===== src/rtl/attention_scheduler.sv =====
// attention_scheduler: row-by-row Q fetch / KV stream / output-row sequencer for one PE backend.
// Define AURA_SCHED_OVERLAP_EN to let the next row's Q fetch start while up to one earlier output row is still pending.
module attention_scheduler #(
    parameter int NUM_Q  = 64,
    parameter int NUM_KV = 64,
    parameter int ADDR_W = 6
) (
    input  logic              clk,
    input  logic              rst_n,
    input  logic              start,
    output logic              busy,
    output logic              done,
    output logic              q_fetch_vld,
    input  logic              q_fetch_rdy,
    output logic [ADDR_W-1:0] q_fetch_addr,
    output logic              kv_fetch_vld,
    input  logic              kv_fetch_rdy,
    output logic [ADDR_W-1:0] kv_fetch_addr,
    output logic              kv_last,
    input  logic              o_vld,
    input  logic              o_rdy,
    output logic [ADDR_W-1:0] o_addr
);
    typedef enum logic [2:0] {IDLE, FETCH_Q, STREAM_KV, WAIT_O, DONE} state_t;
`ifdef AURA_SCHED_OVERLAP_EN
    localparam logic [1:0] CAP = 2'd2;
`else
    localparam logic [1:0] CAP = 2'd1;
`endif
    localparam logic [ADDR_W-1:0] Q_LAST  = ADDR_W'(NUM_Q - 1);
    localparam logic [ADDR_W-1:0] KV_LAST = ADDR_W'(NUM_KV - 1);
    state_t            state, state_n;
    logic [ADDR_W-1:0] q_row, q_row_n, kv_idx, kv_idx_n, o_row, o_row_n;
    logic [1:0]        pend, pend_n;
    logic              q_hs, kv_hs, kv_end, o_hs, more, adv;
    always_comb begin
        q_hs     = q_fetch_vld & q_fetch_rdy;
        kv_hs    = kv_fetch_vld & kv_fetch_rdy;
        kv_end   = kv_hs & kv_last;
        // output handshakes with nothing pending are protocol errors and dropped
        o_hs     = o_vld & o_rdy & (state != IDLE) & (pend != 2'd0);
        pend_n   = pend + {1'b0, kv_end} - {1'b0, o_hs};
        o_row_n  = o_row + ADDR_W'(o_hs);
        more     = q_row != Q_LAST;
        adv      = more && (pend_n < CAP);
        kv_idx_n = kv_hs ? (kv_last ? '0 : kv_idx + ADDR_W'(1)) : kv_idx;
        q_row_n  = q_row;
        state_n  = state;
        case (state)
            IDLE: if (start) begin
                state_n  = FETCH_Q;
                q_row_n  = '0;
                kv_idx_n = '0;
                o_row_n  = '0;
                pend_n   = '0;
            end
            FETCH_Q:   state_n = q_hs ? STREAM_KV : FETCH_Q;
            STREAM_KV: if (kv_end) begin
                state_n = adv ? FETCH_Q : WAIT_O;
                q_row_n = adv ? q_row + ADDR_W'(1) : q_row;
            end
            WAIT_O: if (adv) begin
                state_n = FETCH_Q;
                q_row_n = q_row + ADDR_W'(1);
            end else if (!more && pend_n == 2'd0) begin
                state_n = DONE;
            end
            default:   state_n = IDLE;
        endcase
    end
    always_ff @(posedge clk or negedge rst_n) begin
        if (!rst_n) begin
            state         <= IDLE;
            q_row         <= '0;
            kv_idx        <= '0;
            o_row         <= '0;
            pend          <= '0;
            busy          <= 1'b0;
            done          <= 1'b0;
            q_fetch_vld   <= 1'b0;
            q_fetch_addr  <= '0;
            kv_fetch_vld  <= 1'b0;
            kv_fetch_addr <= '0;
            kv_last       <= 1'b0;
            o_addr        <= '0;
        end else begin
            state         <= state_n;
            q_row         <= q_row_n;
            kv_idx        <= kv_idx_n;
            o_row         <= o_row_n;
            pend          <= pend_n;
            busy          <= state_n != IDLE;
            done          <= state_n == DONE;
            q_fetch_vld   <= state_n == FETCH_Q;
            q_fetch_addr  <= q_row_n;
            kv_fetch_vld  <= state_n == STREAM_KV;
            kv_fetch_addr <= kv_idx_n;
            kv_last       <= (state_n == STREAM_KV) && (kv_idx_n == KV_LAST);
            o_addr        <= o_row_n;
        end
    end
endmodule


===== config.mk =====
export PLATFORM = sky130hd
export DESIGN_NAME = attention_scheduler
export DESIGN_NICKNAME = d
export VERILOG_FILES = /design/src/rtl/attention_scheduler.sv
export SDC_FILE = /design/constraint.sdc
export NUM_CORES = 1
export LEC_CHECK = 0
export CORE_MARGIN = 1
export CORE_UTILIZATION = 54
export DETAILED_ROUTE_END_ITERATION = 8
export GPL_ROUTABILITY_DRIVEN = 0
export PLACE_DENSITY = 0.83
export REMOVE_ABC_BUFFERS = 1
export SETUP_SLACK_MARGIN = 0.02
export SYNTH_ARGS = -nofsm -noshare
export SYNTH_HDL_FRONTEND = slang
export SYNTH_SLANG_ARGS = --single-unit

===== constraint.sdc =====
create_clock -name clk -period 5.4 [get_ports clk]
set_input_delay 1.08 -clock clk [delete_from_list [all_inputs] [get_ports clk]]
set_output_delay 1.08 -clock clk [all_outputs]
set_load 0.005 [all_outputs]

==> results.py, run 1 <==
metrics = {
    "clocking": {
        "cts_sinks": 28,
        "cts_buffers": 3,
        "cts_resized": 0,
        "clkTransAtPathRegs_ns": 0.14,
        "htreeDepth": 1,
        "root_buffer": "clkbuf_4",
        "cts_tree": "done",
        "ctsHoldBuffers": 0,
        "clock_latency_ns": 0.33,
        "cts_buffer_depth": 2,
        "cts_setup_buffers": 0,
    },
    "placement": {
        "dpl_cell_area_sq_um": 1800,
        "hpwlAfterDp_um": 2260,
        "numPortBuffers": 29,
    },
    "floorplanning": {
        "start_util_pct": 58.4,
        "die-area_sq_um": 2940,
        "dieHeight_um": 54.2,
        "die_x_um": 54.2,
        "ios": 30,
        "design.core.area_sq_um": 2520,
        "num_rows": 18,
    },
    "global_route": {
        "grtUsageMet3_pct": 2.78,
        "grt_pass1_vias": 1081,
        "grt.met1_usage_pct": 29.5,
        "grt_max_degree": 29,
        "grtUsageTotal_pct": 22.6,
        "grt_antenna_before_repair": 0,
        "grt-busiest-layer": "met2",
        "grt_use_met2_pct": 37.6,
        "grt_overflow": 0,
        "grt_first_pass_wirelength_um": 4690,
    },
    "critical_path": {
        "crit_path_max_fanout": 8,
        "cp.arrival_ns": 3.58,
        "crit_path_end_kind": "flip-flop",
        "start_kind": "primary input",
        "crit_required_ns": 5.62,
        "setup.worst_path.class": "primary input to flip-flop",
    },
    "synth": {
        "ys_seq_area_share_pct": 47.5,
        "synth.top_cell.area_share_pct": 47.5,
        "synth_area_leaders": "dfrtp_1 (48%), ha_1 (5.1%), mux2i_1 (4.1%)",
        "ys_types": 44,
        "synth_ff_type": "dfrtp_1",
        "synthCells": 140,
        "ys_top_cells_by_count": "dfrtp_1 (28), nor2_1 (13), nand2_1 (11), nand3_1 (11)",
        "synth_area_leader_cell": "dfrtp_1",
        "avgSynthCellArea_sq_um": 10.5,
        "synth.cell_area_sq_um": 1470,
        "yosysWarnings": 0,
        "async_flop_share_pct": 100,
        "synth_enable_flop_cells": 0,
        "ys_ff_latch": 28,
        "yosysMostFrequentCell": "dfrtp_1",
    },
    "cells_and_area": {
        "multiInputGateArea_sq_um": 747,
        "fin_nets": 185,
        "syn2layout_area_growth_pct": 23.8,
        "antenna_cells": 0,
        "fillers": 195,
        "seqCellArea_sq_um": 701,
        "finalInstanceArea_sq_um": 1820,
        "layout-drive-gt1-share_pct": 8.82,
    },
    "job": {
        "maxCapViolCount": 0,
    },
    "sta": {
        "fmax_ghz": 0.298,
        "min_period_ns": 3.36,
        "slew_violations": 0,
        "fin_worst_skew_ns": 0.00760,
        "setup_viol": 0,
        "tightest_slew_ns": 0.740,
        "setup_tns_ns": 0,
        "relSlewSlack_pct": 50.5,
        "post-route-period-util_pct": 62.2,
        "whs_ns": 0.548,
        "rsz0062_at_grt": "no",
        "hold_violations": 0,
    },
    "route": {
        "firstDrtPassIters": 4,
        "drt_wl_total_um": 3010,
        "ant_nets": 0,
        "vias": 1197,
        "vias_per_cell": 5.99,
        "wl_per_cell_um": 15.1,
        "first_iter_violations": 45,
        "route.detailed.drc": 0,
    },
    "power": {
        "leakage_nw": 0.838,
        "powerDensity_nw_per_um2": 391,
        "irDropWorstVdd_uv": 320,
    },
    "status": {
        "status": "finished clean",
    },
    "hold_path": {
        "hold_class": "flip-flop to flip-flop",
    },
}
-- placed cells by master (no fill, tap or decap), drive strengths merged, types with 2 or more instances in the layout --
master,instances
clkdlybuf4s50,29
dfrtp,28
nor2,13
nand2,12
nand3,11
mux2i,6
ha,6
nor2b,5
and3,5
a21oi,4
o21ai,3
inv,3
xor2,3
clkbuf,3
nor3,2
o211ai,2
a21o,2
nand4b,2
xnor2,2
and4,2
a31o,2
or2,2
buf,2
nor4b,2
-- kinds of logic (layout without fill, tap and decap cells) --
| family | count (synthesis) | in the layout | synth area share (%) |
|---|---|---|---|
| muxes | 6 | 6 | 4.07 |
| xor gates and xnor gates | 6 | 6 | 4.67 |
| and+or+nand+nor | 62 | 62 | 23.1 |
| adders and majority gates | 6 | 6 | 5.09 |
| AOI/OAI and AO/OA | 25 | 25 | 13.8 |
| DFF | 28 | 28 | 47.5 |
| buffers and inverters | 7 | 37 | 1.78 |
-- final timing paths --
path / from / end / slack [ns] / depth (start not counted)
setup / recovery: kv_fetch_rdy / q_row[3] / 2.04 / 10
max in group asynchronous: rst_n / kv_last / 4.03 / 2
setup reg to reg: state[0] / q_row[3] / 2.72 / 9
hold / removal: q_row[0] / q_row[0] / 0.55 / 1
hold reg to reg: q_row[0] / q_row[0] / 0.55 / 1
min in group asynchronous: rst_n / o_row[0] / 1.11 / 2
-- per-layer routing --
| layer | up-vias | share of wire (%) |
|---|---|---|
| met3 | 4 | 5.3 |
| met2 | 41 | 47 |
| met5 | - | 0 |
| met4 | 0 | 0.96 |
| li1 | 575 | - |
| met1 | 577 | 47 |
-- power breakdown --
group          leakage, nW   total, W  switching [W]  internal (W)
Sequential           0.369   0.000322      0.0000639      0.000258
Combinational        0.455   0.000307       0.000139      0.000168
Clock               0.0138  0.0000842      0.0000580     0.0000262
-- cell type report --
class	instances	share of cell area (%)
Sequential cell	28	38.4
Timing Repair Buffer	31	16.7
Inverter	3	0.617
Clock buffer	3	1.23
Tap cell	30	2.06
Multi-Input combinational cell	105	40.9
-- through the flow --
stage	cells	setup slack (ns)	total power, W	utilization, %
5_1_grt	200	1.89	0.000765	72.3
3_3_place_gp	197	1.76	0.000622	71.4
3_5_place_dp	197	1.69	0.000631	71.4
6_report	200	2.04	0.000713	72.3
4_1_cts	200	2.06	0.000718	72.3
2_1_floorplan	136	2.50	0.000497	-
-- registers in the layout, summed over array words and instances (netlist names) --
register / count
busy: 1
done: 1
kv_fetch_vld: 1
kv_idx: 6
kv_last: 1
o_row: 6
pend: 2
q_fetch_vld: 1
q_row: 6
state: 3
-- worst max-delay path, stage by stage --
cell and delay (ns):
clkdlybuf4s50_1 0.59, and3_1 0.32, inv_1 0.07, ha_1 0.27, inv_1 0.05, ha_1 0.14
xor3_2 0.30, a311o_1 0.35, o311ai_1 0.28, o31ai_1 0.11
Power figures use the tool's default switching activity.
==> run 2: changes to the inputs <==
Settings changed: CORE_UTILIZATION 54 to 45, PLACE_DENSITY 0.83 to 0.74.
Clock period 5.4 ns to 2.9 ns, I/O delays scaled along.
==> results.py, run 2 (synthesis gave the netlist of run 1 again) <==
metrics = {
    "sta": {
        "relSlewSlack_pct": 72.1,
        "rsz0062_at_grt": "no",
        "min_period_ns": 2.63,
        "hold_violations": 0,
        "post-route-period-util_pct": 90.6,
        "fmax_ghz": 0.381,
        "fin_worst_skew_ns": 0.00723,
        "whs_ns": 0.552,
        "slew_violations": 0,
        "setup_tns_ns": 0,
        "tightest_slew_ns": 0.419,
        "setup_viol": 0,
    },
    "clocking": {
        "clock_latency_ns": 0.31,
        "cts_tree": "done",
        "clkTransAtPathRegs_ns": 0.14,
        "htreeDepth": 1,
        "ctsHoldBuffers": 0,
        "cts_sinks": 28,
        "cts_resized": 0,
        "cts_buffers": 3,
        "cts_setup_buffers": 0,
        "root_buffer": "clkbuf_4",
        "cts_buffer_depth": 2,
    },
    "floorplanning": {
        "design.core.area_sq_um": 3080,
        "ios": 30,
        "die-area_sq_um": 3510,
        "die_x_um": 59.2,
        "num_rows": 20,
        "dieHeight_um": 59.2,
        "start_util_pct": 47.9,
    },
    "critical_path": {
        "cp_slowest_cell": "clkdlybuf4s50_1",
        "setup.worst_path.class": "primary input to flip-flop",
        "crit_path_end_kind": "flip-flop",
        "cp_cell_sequence": "clkdlybuf4s50_1 > and3_1 > inv_1 > ha_1 > inv_1 > ha_1 > xor3_2 > a311o_1 > o311ai_1 > o31ai_1",
        "worst_r2r_endpoint": "q_row[3]",
        "timing.reg2reg.setup_slack_ns": 0.36,
        "crit_required_ns": 3.10,
        "reg2reg_depth": 9,
        "critPathMaxStageDelay_ns": 0.49,
        "r2r-start": "state[1]",
        "cp.arrival_ns": 2.83,
        "start_kind": "primary input",
        "crit_path_max_fanout": 4,
    },
    "route": {
        "route.detailed.drc": 0,
        "firstDrtPassIters": 4,
        "ant_nets": 0,
        "drt_wl_total_um": 2940,
        "vias_per_cell": 5.53,
        "wl_per_cell_um": 13.4,
        "vias": 1212,
        "first_iter_violations": 75,
    },
    "hold_path": {
        "min_from": "q_row[0]",
        "hold_class": "flip-flop to flip-flop",
        "hold_depth": 1,
        "holdPathEnd": "q_row[0]",
    },
    "cells_and_area": {
        "antenna_cells": 0,
        "final_common_cell": "clkdlybuf4s50_1",
        "fillers": 276,
        "most-common-layout-cells": "clkdlybuf4s50_1 (29), dfrtp_1 (28), nor2_1 (13)",
        "fin_nets": 189,
        "syn2layout_area_growth_pct": 27.9,
        "layout-drive-gt1-share_pct": 11.4,
        "reg_top3": "kv_idx x6, o_row x6, q_row x6",
    },
    "power": {
        "powerDensity_nw_per_um2": 719,
        "p_total_w": 0.00136,
        "leakage_nw": 0.865,
        "irDropWorstVdd_uv": 393,
    },
    "global_route": {
        "grt_pass1_vias": 1228,
        "grt.met1_usage_pct": 21.5,
        "grt_antenna_before_repair": 0,
        "grt_max_degree": 29,
        "grt_first_pass_wirelength_um": 5180,
        "grtUsageMet3_pct": 3.28,
        "grt_overflow": 0,
        "grtUsageTotal_pct": 19.2,
        "grt_use_met2_pct": 35.3,
        "grt-busiest-layer": "met2",
    },
    "placement": {
        "hpwlAfterDp_um": 2290,
        "numPortBuffers": 29,
    },
    "status": {
        "status": "finished clean",
    },
    "job": {
        "maxCapViolCount": 0,
    },
}
## run 2: changes by cell type in the layout (fill, tap and decap cells not counted)
cell / previous run / this run
buf_4: 2 / 6
clkbuf_8: 0 / 1
## run 2: how the worst max path moves through the flow
stage	from	to	slack [ns]	depth (start not counted)
6_report	kv_fetch_rdy	q_row[3]	0.27	10
5_1_grt	kv_fetch_rdy	q_row[1]	0.19	10
4_1_cts	kv_fetch_rdy	q_row[1]	0.31	10
3_5_place_dp	kv_fetch_rdy	q_row[3]	-0.03	10
3_3_place_gp	kv_fetch_rdy	q_row[1]	0.01	10
2_1_floorplan	kv_fetch_rdy	q_row[3]	0.50	9
## run 2: routing by layer
metal / routed length (um) / part of all wire (%) / vias to the layer above
met1: 1230 / 42 / 591
li1: - / - / 584
met5: 0 / 0 / -
met3: 102 / 3.5 / 8
met4: 70 / 2.4 / 0
met2: 1540 / 52 / 29
## run 2: cell type report
| class | instances | area (sq um) | area share [%] |
|---|---|---|---|
| Multi-Input combinational cell | 105 | 747 | 39.6 |
| Inverter | 3 | 11.3 | 0.597 |
| Timing Repair Buffer | 35 | 335 | 17.8 |
| Tap cell | 44 | 55.1 | 2.92 |
| Clock buffer | 4 | 36.3 | 1.92 |
| Sequential cell | 28 | 701 | 37.2 |
## run 2: where the power goes
part | total, W | switching, W | internal, W
sequential | 0.000576 | 0.0000956 | 0.000481
combinational | 0.000602 | 0.000278 | 0.000325
clock | 0.000177 | 0.000101 | 0.0000765
## run 2: stage by stage
step	std cells	util [%]	setup WS (ns)	area, sq um
finish	219	61.3	0.274	1890
global route	219	61.3	0.192	1890
CTS	219	61.3	0.306	1890
detailed placement	215	60.1	-0.0323	1850
global placement	215	60.1	0.0137	1850
floorplan	136	-	0.499	1460
## run 2: critical path, delay by kind of cell
kind                     cells  cell delay (ns)
buffers and inverters        3             0.60
AO/OA/AOI/OAI                3             0.76
AND/OR/NAND/NOR              1             0.18
adder cells (fa/ha/maj)      2             0.40
XOR/XNOR                     1             0.30
